### config.mk
export PLATFORM = sky130hd
export DESIGN_NAME = alu_issue_ctrl
export DESIGN_NICKNAME = d
export VERILOG_FILES = /design/src/rtl/lc3_alu_pkg.sv /design/src/rtl/alu_issue_ctrl_nzp.sv /design/src/rtl/alu_issue_ctrl.sv
export SDC_FILE = /design/constraint.sdc
export NUM_CORES = 1
export LEC_CHECK = 0
export ABC_CLOCK_PERIOD_IN_PS = 2810
export CORE_ASPECT_RATIO = 0.7
export CORE_MARGIN = 2
export CORE_UTILIZATION = 35
export CTS_CLUSTER_SIZE = 28
export DETAILED_ROUTE_END_ITERATION = 7
export PLACE_DENSITY = 0.7
export SLEW_MARGIN = 10
export SYNTH_ARGS = -nofsm -noshare
export SYNTH_HDL_FRONTEND = slang
export SYNTH_SLANG_ARGS = --single-unit
### constraint.sdc
create_clock -name Clk -period 2.81 [get_ports Clk]
set_input_delay 0.4215 -clock Clk [delete_from_list [all_inputs] [get_ports Clk]]
set_output_delay 0.4215 -clock Clk [all_outputs]
set_load 0.01 [all_outputs]
### src/rtl/lc3_alu_pkg.sv
// Shared types, opcode constants and helper functions for the LC-3 ALU issue controller.
package lc3_alu_pkg;

    localparam int LC3_W = 16;

    localparam logic [3:0] OP_ADD = 4'b0001;
    localparam logic [3:0] OP_AND = 4'b0101;
    localparam logic [3:0] OP_NOT = 4'b1001;

    typedef enum logic [1:0] {
        ALUK_ADD  = 2'b00,
        ALUK_AND  = 2'b01,
        ALUK_NOT  = 2'b10,
        ALUK_PASS = 2'b11
    } aluk_t;

    typedef enum logic [1:0] {
        IDLE = 2'd0,
        READ = 2'd1,
        EXEC = 2'd2,
        WB   = 2'd3
    } state_t;

    function automatic logic [LC3_W-1:0] sext5(input logic [4:0] imm);
        return {{(LC3_W-5){imm[4]}}, imm};
    endfunction

    // Exactly one condition bit is set for any result.
    function automatic logic [2:0] nzp_of(input logic [LC3_W-1:0] res);
        if (res[LC3_W-1])
            return 3'b100;
        else if (res == '0)
            return 3'b010;
        else
            return 3'b001;
    endfunction

    function automatic logic is_alu_op(input logic [3:0] op);
        return (op == OP_ADD) || (op == OP_AND) || (op == OP_NOT);
    endfunction

    function automatic aluk_t aluk_of(input logic [3:0] op);
        case (op)
            OP_ADD:  return ALUK_ADD;
            OP_AND:  return ALUK_AND;
            OP_NOT:  return ALUK_NOT;
            default: return ALUK_PASS;
        endcase
    endfunction

endpackage

### src/rtl/alu_issue_ctrl_nzp.sv
// Condition-code register: loads {N,Z,P} from a result when enabled.
module nzp_reg
    import lc3_alu_pkg::*;
#(
    parameter int         DATA_W  = 16,
    parameter logic [2:0] NZP_RST = 3'b010
) (
    input  logic              clk,
    input  logic              rst_n,
    input  logic              load,
    input  logic [DATA_W-1:0] res,
    output logic [2:0]        nzp
);

    always_ff @(posedge clk or negedge rst_n) begin
        if (!rst_n)
            nzp <= NZP_RST;
        else if (load)
            nzp <= nzp_of(res);
    end

endmodule

### src/rtl/alu_issue_ctrl.sv
// LC-3 ALU issue controller: IDLE/READ/EXEC/WB sequencing of ADD/AND/NOT.
// Optional overflow flag output enabled by defining ALU_OVF_EN.
module alu_issue_ctrl
    import lc3_alu_pkg::*;
#(
    parameter int         DATA_W  = 16,
    parameter int         REG_AW  = 3,
    parameter logic [2:0] NZP_RST = 3'b010
) (
    input  logic              Clk,
    input  logic              Reset_n,
    input  logic [15:0]       Instr,
    input  logic              Instr_valid,
    output logic              Instr_ready,
    output logic [REG_AW-1:0] SR1_addr,
    output logic [REG_AW-1:0] SR2_addr,
    input  logic [DATA_W-1:0] SR1_data,
    input  logic [DATA_W-1:0] SR2_data,
    output logic [DATA_W-1:0] ALU_A,
    output logic [DATA_W-1:0] ALU_B,
    output logic [1:0]        ALUK,
    input  logic [DATA_W-1:0] ALU_Dout,
    output logic [REG_AW-1:0] DR_addr,
    output logic [DATA_W-1:0] DR_data,
    output logic              DR_we,
    output logic [2:0]        NZP,
    output logic              Illegal_op
`ifdef ALU_OVF_EN
    ,
    output logic              Ovf
`endif
);

    state_t            state;
    logic [15:0]       ir;
    logic [DATA_W-1:0] a_reg;
    logic [DATA_W-1:0] b_reg;
    logic [DATA_W-1:0] res_reg;
    aluk_t             aluk_q;
    logic [3:0]        op;

    assign op       = ir[15:12];
    assign SR1_addr = ir[8:6];
    assign SR2_addr = ir[2:0];
    assign DR_addr  = ir[11:9];
    assign DR_data  = res_reg;
    assign ALU_A    = a_reg;
    assign ALU_B    = b_reg;
    assign ALUK     = aluk_q;

    // a_reg/b_reg/aluk_q only change on the READ->EXEC edge, so ALU inputs hold outside EXEC.
    always_ff @(posedge Clk or negedge Reset_n) begin
        if (!Reset_n) begin
            state       <= IDLE;
            ir          <= '0;
            a_reg       <= '0;
            b_reg       <= '0;
            res_reg     <= '0;
            aluk_q      <= ALUK_PASS;
            Instr_ready <= 1'b1;
            DR_we       <= 1'b0;
            Illegal_op  <= 1'b0;
        end else begin
            DR_we      <= 1'b0;
            Illegal_op <= 1'b0;
            case (state)
                IDLE: begin
                    if (Instr_valid) begin
                        ir <= Instr;
                        if (is_alu_op(Instr[15:12])) begin
                            state       <= READ;
                            Instr_ready <= 1'b0;
                        end else begin
                            Illegal_op <= 1'b1;
                        end
                    end
                end
                READ: begin
                    a_reg <= SR1_data;
                    if (op == OP_NOT)
                        b_reg <= '1;
                    else if (ir[5])
                        b_reg <= sext5(ir[4:0]);
                    else
                        b_reg <= SR2_data;
                    aluk_q <= aluk_of(op);
                    state  <= EXEC;
                end
                EXEC: begin
                    res_reg <= ALU_Dout;
                    DR_we   <= 1'b1;
                    state   <= WB;
                end
                WB: begin
                    Instr_ready <= 1'b1;
                    state       <= IDLE;
                end
                default: state <= IDLE;
            endcase
        end
    end

    nzp_reg #(
        .DATA_W  (DATA_W),
        .NZP_RST (NZP_RST)
    ) u_nzp (
        .clk   (Clk),
        .rst_n (Reset_n),
        .load  (state == WB),
        .res   (res_reg),
        .nzp   (NZP)
    );

`ifdef ALU_OVF_EN
    // Signed overflow: operands agree in sign but the result does not.
    always_ff @(posedge Clk or negedge Reset_n) begin
        if (!Reset_n)
            Ovf <= 1'b0;
        else if (state == WB)
            Ovf <= (op == OP_ADD) &&
                   (a_reg[DATA_W-1] == b_reg[DATA_W-1]) &&
                   (res_reg[DATA_W-1] != a_reg[DATA_W-1]);
    end
`endif

endmodule

# ---- Word level (Yosys, flattened, before mapping)
# Index checks and enable logic that the tools add are counted.
dict set report totals {
  wordCells 44
  out_inout_bits 65
  ramBits 0
  register_bits 74
  input_bits 67
  rom_bits 0
  n_memories 0
  latchBits 0
}
dict set report classes {
  n_reduce_logical 8
  n_bitwise 0
  mul 0
  n_div 0
  shifts 0
  order_cmp 0
  add_sub_neg 0
  eq_ne 11
  n_mux 15
}
# operator n
set ops {}
lappend ops {{$mux W16} 2}
lappend ops {{$logic_not A16 Y1} 1}
lappend ops {{$eq A4 B1 Y1 const B} 2}
lappend ops {{$eq A4 B3 Y1 const B} 2}
lappend ops {{$eq A4 B4 Y1 const B} 2}
lappend ops {{$pmux W2 S4} 1}
lappend ops {{$mux W1} 6}
lappend ops {{$mux W2} 3}
lappend ops {{$pmux W2 S3} 1}
lappend ops {{$eq A2 B2 Y1 const B} 2}
lappend ops {{$ne A2 B2 Y1 const B} 2}
lappend ops {{$reduce_and A2 Y1} 2}
lappend ops {{$mux W3} 1}
lappend ops {{$reduce_and A3 Y1} 1}
lappend ops {{$eq A2 B1 Y1 const B} 1}
lappend ops {{$logic_not A2 Y1} 1}
lappend ops {{$logic_or A1 B1 Y1} 2}
lappend ops {{$pmux W1 S2} 1}
lappend ops {{$reduce_bool A2 Y1} 1}

# ---- Longest topological paths before layout
# Gate-level depths: netlist of run 1.
dict set report logic_depth {
  depth_word 6
  mapped_depth 7
  ltp_nobuf 5
}

# ---- By module
# Synthesis of run 1 repeated with hierarchy kept, for this count alone.
dict set report hier_totals {
  hier_cells 218
  area_unflattened_um2 3095.5
}
# mod n_inst area_each_um2 cells_per_inst seq_area_each_um2
set modules_own_cells {}
lappend modules_own_cells {alu_issue_ctrl 1 2910.3 203 1780.5}
lappend modules_own_cells {nzp_reg 1 185.2 15 76.3}

# ---- Least setup slack after synthesis of run 1
# OpenSTA, ideal clock, no wires.
dict set report synth_path {
  path_type {register to register}
  startpoint {reg state[1]}
  endpoint {reg b_reg[10], in the netlist ALU_B[10]}
  t_arrival_ns 1.424
  setup_ns 0.121
  n_path_buf 2
  slack_ns 1.265
  path_stages_with_launch 8
  required_ns 2.689
  synth_period_minus_slack_ns 1.545
  cell_sequence {dfrtp_1 inv_1 ha_1 buf_4 inv_1 a221o_2 buf_6 o22a_1}
}
dict set report synth_via {
  elab_chain_cells 1
}
# item line
set synth_rtl {}
lappend synth_rtl {{from (decl)} alu_issue_ctrl.sv:34} ;# state_t state;
lappend synth_rtl {{from (signal assigned)} alu_issue_ctrl.sv:54} ;# state <= IDLE;
lappend synth_rtl {{from (signal assigned)} alu_issue_ctrl.sv:71} ;# state <= READ;
lappend synth_rtl {{from (signal assigned)} alu_issue_ctrl.sv:87} ;# state <= EXEC;
lappend synth_rtl {{$eq A2 B1 Y1} alu_issue_ctrl.sv:66} ;# case (state)
lappend synth_rtl {{to (signal assigned)} alu_issue_ctrl.sv:83} ;# b_reg <= sext5(ir[4:0]);
lappend synth_rtl {{to (signal assigned)} alu_issue_ctrl.sv:85} ;# b_reg <= SR2_data;
lappend synth_rtl {{to (decl)} alu_issue_ctrl.sv:37} ;# logic [DATA_W-1:0] b_reg;
# No other way between the ends.
# A chain may end at the register's enable or synchronous reset.

# ---- Final worst setup path of run 1
dict set report layout_path {
  startpoint {reg Instr_ready}
  endpoint {out Instr_ready}
}
# item line
set layout_rtl {}
lappend layout_rtl {{from (decl)} alu_issue_ctrl.sv:14} ;# output logic Instr_ready,
lappend layout_rtl {{from (signal assigned)} alu_issue_ctrl.sv:60} ;# Instr_ready <= 1'b1;
lappend layout_rtl {{from (signal assigned)} alu_issue_ctrl.sv:72} ;# Instr_ready <= 1'b0;
lappend layout_rtl {{from (signal assigned)} alu_issue_ctrl.sv:95} ;# Instr_ready <= 1'b1;
# No word-level cell between the ends.

==> results.toml, run 1 <==
[yosys]
syn_nets = 290
synth_most_common_cell = "dfrtp_1"
syn_area_per_cell_um2 = 14.1
synth-edff-count = 0
synth_flop_cell = "dfrtp_1"
ys_seq_area_share_pct = 60.6
yosys_warnings = 0
ys_types = 28
netlist_instances = 218
yosys-top-cells-area = "dfrtp_1, mux2_2, dfstp_2"
async_flop_share_pct = 100
synthTopCellsByCount = "dfrtp_1, mux2_2, nor2b_1"
yosys_register_bits = 74
synth_area_um2 = 3060
synth_top_cell_by_area = "dfrtp_1"
yosys.area.top_type_share_pct = 57.2

[setup_path]
crit_type = "flop to output pin"
max_stage_delay_ps = 560
end_kind = "output pin"
crit_fanout = 3
crit_required_ps = 2390
cpMaxStageDelayCell = "clkdlybuf4s50_1"
crit_buf_inv = 1
crit_path_start_kind = "flop"
crit_family = "buffers and inverters"
crit_chain = "clkdlybuf4s50_1"
crit_arrival_ps = 1410

[global_route]
antenna_found_initial = 0
grt_first_pass_wirelength_um = 10900
grt_use_total_pct = 14.7
grt_max_degree = 75
first_global_vias = 2170
overflow = 0

[worst_hold_path]
min-delay-path-class = "input pin to asynchronous set/reset pin"

[floorplanning]
die_h_um = 82.3
start_util_pct = 36.1
ioPinCount = 132
rows = 28
die-area_um2 = 9530
core_um2 = 8480
die_x_um = 116

[place]
finalWeightedCongestion = 0.735
dpl.hpwl_um = 4820
pre_cts_ws_ps = 989
placed_area_um2 = 4410
dp_cells = 452
io_buffers = 131

[timing]
rsz0062_at_grt = "false"
layout_setup_ws_ps = 977
drv_slew = 0
finalSetupViolations = 0
fin_crit_sh_pct = 65.2
hold_violations = 0
min_period_ps = 1830
tightest_slew_ps = 945
fmax_mhz = 546
tns_ps = 0
skew_ps = 6.95
slew_headroom_pct = 37.0

[clock_network]
clk_pin_slew_ps = 50
clk_path_buf_depth = 2
cts_inserted_buffers = 9
cts-root-buf = "clkbuf_16"
ctsResizeCount = 0
htreeDepth = 3
worstSkewPairLatency_ps = 320
cts_tree = "yes"
hold_buffers = 0
cts.sinks = 74
post_cts_buffers = 0

[layout]
n_fill_cell = 734
finalInstanceArea_um2 = 4750
ff_latch_area_um2 = 1860
area_delta_synth_final_pct = 55.1
drive_gt1_share_pct = 22.2
fin_nets = 415
final_cells = 467
antenna_cells = 0
multi_input_area_um2 = 1060
fin_util_pct = 56.1

[run_status]
status = "finished clean"

[route]
drtPass1Iterations = 4
drtIter0Drc = 97
wirelength_um = 6790
post_drt_wl_per_cell_um = 14.5
drc = 0
avgViaCountPerCell = 4.57
postRouteAntennaNets = 0
vias = 2132

[power]
vdd_drop_max_v = 0.000508
total_leakage_power_nw = 1.94
p_per_area_nw_per_um2 = 1200

[flow_run]
max_cap_violations = 0
[final timing paths]
path / to / depth (start not counted) / slack (ps) / startpoint
setup / recovery: Instr_ready / 1 / 980 / Instr_ready
hold / removal: ir[0] / 1 / 230 / Reset_n
setup reg to reg: DR_data[1] / 3 / 1050 / state[0]
hold reg to reg: u_nzp.nzp[1] / 2 / 490 / u_nzp.nzp[1]
max in group asynchronous: ir[4] / 1 / 1940 / Reset_n
min in group Clk: u_nzp.nzp[1] / 2 / 490 / u_nzp.nzp[1]
[logic make-up after synthesis]
group / after synthesis / synth area share, %
buf+inv: 25 / 4.74
flops: 74 / 60.6
simple gates: 32 / 6.04
compound gates: 27 / 6.57
fa+ha+maj: 5 / 2.04
mux: 55 / 20.0
[layout make-up]
type | count | area share [%]
clock buffer | 10 | 5.03
clock inverter | 5 | 2.16
inverter | 7 | 0.553
multi-input combinational | 119 | 22.3
sequential | 74 | 39.1
tap | 120 | 3.16
timing repair buffer | 132 | 27.7
[per-stage QoR]
| stage | hold WS (ps) | power, mW |
|---|---|---|
| final | 228 | 5.72 |
| after global routing | 333 | 6.07 |
| after CTS | 280 | 5.80 |
| after detailed placement | 481 | 4.48 |
| after global placement | 469 | 4.42 |
| after floorplan | 126 | 3.31 |
[cells in the final DEF, fill, tap and decap left out, types with 2 or more instances in the layout]
cell type / synthesis / layout
clkbuf_16: 0 / 9
a21oi_1: 8 / 8
mux2_2: 50 / 50
nand4_1: 2 / 2
nor2b_1: 13 / 13
dfstp_2: 4 / 4
inv_1: 7 / 7
nor4_1: 4 / 4
o22a_1: 10 / 10
buf_4: 10 / 2
mux2i_1: 5 / 5
clkdlybuf4s50_1: 0 / 130
o22a_2: 2 / 2
bufinv_16: 0 / 3
ha_1: 5 / 5
a31oi_1: 2 / 2
nor2_1: 8 / 8
dfrtp_1: 70 / 70
[routing by layer]
metal  share of wire [%]  vias up  wire length, um  global-route usage [%]
met1                  48     1036             3250                    20.0
met3                 7.9        5              535                    5.40
met2                  44       78             2970                    22.2
met5                   0        -                0                       0
li1                    -     1013                -                       -
met4                0.47        0               32                    3.93
[power by group]
part,switching [mW],internal [mW],total (mW)
combinational,0.921,1.51,2.44
clock,0.407,0.884,1.29
sequential,0.367,1.62,1.99
(Power assumes the default switching activity.)
==> run 2: changes to the inputs <==
- ABC_CLOCK_PERIOD_IN_PS: 2810 -> 1800
- clock period: 2.81 -> 1.8 ns (I/O delays scaled with it)
==> results.toml, run 2 (same netlist as run 1, synthesis figures left out) <==
[run_status]
status = "finished clean"

[power]
intPower_mw = 5.90
power_switching_mw = 2.67
total_leakage_power_nw = 1.94
clkPwrFrac_pct = 18.5
p_per_area_nw_per_um2 = 1810
switching_share_pct = 31.1
seqPwrFrac_pct = 35.6
p_comb_share_pct = 45.9
vdd_drop_max_v = 0.000907
finalPower_mw = 8.57

[floorplanning]
die_x_um = 116
start_util_pct = 36.1
rows = 28
die-area_um2 = 9530
ioPinCount = 132
core_um2 = 8480
die_h_um = 82.3

[global_route]
busiest_layer = "met2"
grt_use_total_pct = 15.1
grtUsageMet2_pct = 23.2
first_global_vias = 2184
overflow = 0
use_met1_pct = 19.9
grt_first_pass_wirelength_um = 10900
gr-usage-met3_pct = 5.69
grt_max_degree = 34
antenna_found_initial = 0

[clock_network]
worstSkewPairLatency_ps = 320
clk_path_buf_depth = 2
cts.sinks = 74
cts_inserted_buffers = 9
ctsResizeCount = 0
clk_pin_slew_ps = 50
htreeDepth = 3
cts-root-buf = "clkbuf_16"
cts_tree = "yes"

[layout]
fin_nets = 421
n_fill_cell = 730
antenna_cells = 0
final_common_cell = "clkdlybuf4s50_1"
finalInstanceArea_um2 = 4740
drive_gt1_share_pct = 22.6
area_delta_synth_final_pct = 54.6
final_cell_mix = "clkdlybuf4s50_1, dfrtp_1, mux2_2, nor2b_1, o22a_1"

[setup_path]
crit_path_start_kind = "flop"
crit_chain = "clkdlybuf4s50_1"
max_stage_delay_ps = 570
end_kind = "output pin"
cpMaxStageDelayCell = "clkdlybuf4s50_1"
crit_family = "buffers and inverters"
crit_arrival_ps = 1420
crit_type = "flop to output pin"
crit_buf_inv = 1
crit_fanout = 3
crit_required_ps = 1530

[timing]
hold_violations = 0
slew_headroom_pct = 67.4
tns_ps = 0
drv_slew = 0
rsz0062_at_grt = "false"
tightest_slew_ps = 485
fin_crit_sh_pct = 93.7
finalSetupViolations = 0
skew_ps = 7.77
min_period_ps = 1690
fmax_mhz = 593

[route]
wirelength_um = 7010
vias = 2182
drc = 0
avgViaCountPerCell = 4.60
drtIter0Drc = 65
post_drt_wl_per_cell_um = 14.8
postRouteAntennaNets = 0
drtPass1Iterations = 6

[place]
io_buffers = 131
finalWeightedCongestion = 0.731
dpl.hpwl_um = 5050
placed_area_um2 = 4460

[flow_run]
max_cap_violations = 0

[worst_hold_path]
min-delay-path-class = "input pin to asynchronous set/reset pin"
[run 2: per-stage QoR]
stage / cells / utilization, % / setup slack (ps) / hold slack [ps]
2_1_floorplan: 218 / - / 255 / -25.6
3_3_place_gp: 457 / 52.6 / 191 / 235
3_5_place_dp: 457 / 52.6 / 152 / 235
4_1_cts: 474 / 55.9 / 76.9 / 426
5_1_grt: 474 / 55.9 / 76.5 / 469
6_report: 474 / 55.9 / 113 / 436
[run 2: repair_timing]
action	CTS	global route
hold buffers	1	0
endpoints found under the hold margin	29	0
setup buffers	0	0
endpoints found under the setup margin	0	0
[run 2: power groups by stage]
| stage | clock (mW) | combinational, mW | sequential, mW |
|---|---|---|---|
| 2_1_floorplan | 0 | 1.87 | 3.30 |
| 3_3_place_gp | 0 | 3.91 | 3.04 |
| 3_5_place_dp | 0 | 3.99 | 3.07 |
| 4_1_cts | 1.64 | 4.01 | 3.06 |
| 5_1_grt | 1.72 | 4.25 | 3.16 |
| 6_report | 1.59 | 3.93 | 3.05 |
[run 2: final timing paths]
| check | from | end | slack, ps | cells after the start |
|---|---|---|---|---|
| worst max register to register | state[0] | ir[10] | 240 | 4 |
| worst min-delay path | Reset_n | ir[1] | 440 | 2 |
| max in group asynchronous | Reset_n | ALUK[0] | 750 | 3 |
| worst min register to register | u_nzp.nzp[1] | u_nzp.nzp[1] | 490 | 2 |
| min in group Clk | u_nzp.nzp[1] | u_nzp.nzp[1] | 490 | 2 |
| worst max-delay path | Instr_ready | Instr_ready | 110 | 1 |
[run 2: layer usage]
layer  vias to the layer above  part of all wire [%]  wire length (um)
met5                         -                     0                 0
met2                        82                    45              3130
met4                         0                  0.34                24
li1                       1026                     -                 -
met1                      1068                    47              3270
met3                         6                   8.5               595
[run 2: layout make-up]
class | count | area [um2] | share of cell area, %
timing repair buffer | 138 | 1380 | 29.1
clock buffer | 13 | 250 | 5.28
tap | 120 | 150 | 3.17
clock inverter | 3 | 15.0 | 0.317
sequential | 74 | 1860 | 39.2
inverter | 7 | 26.3 | 0.555
multi-input combinational | 119 | 1060 | 22.4
==> run 3: changes to the inputs <==
- CAP_MARGIN: not set -> 20
==> results of run 3 <==
The final DEF is identical to that of run 2; final timing and power are the same.
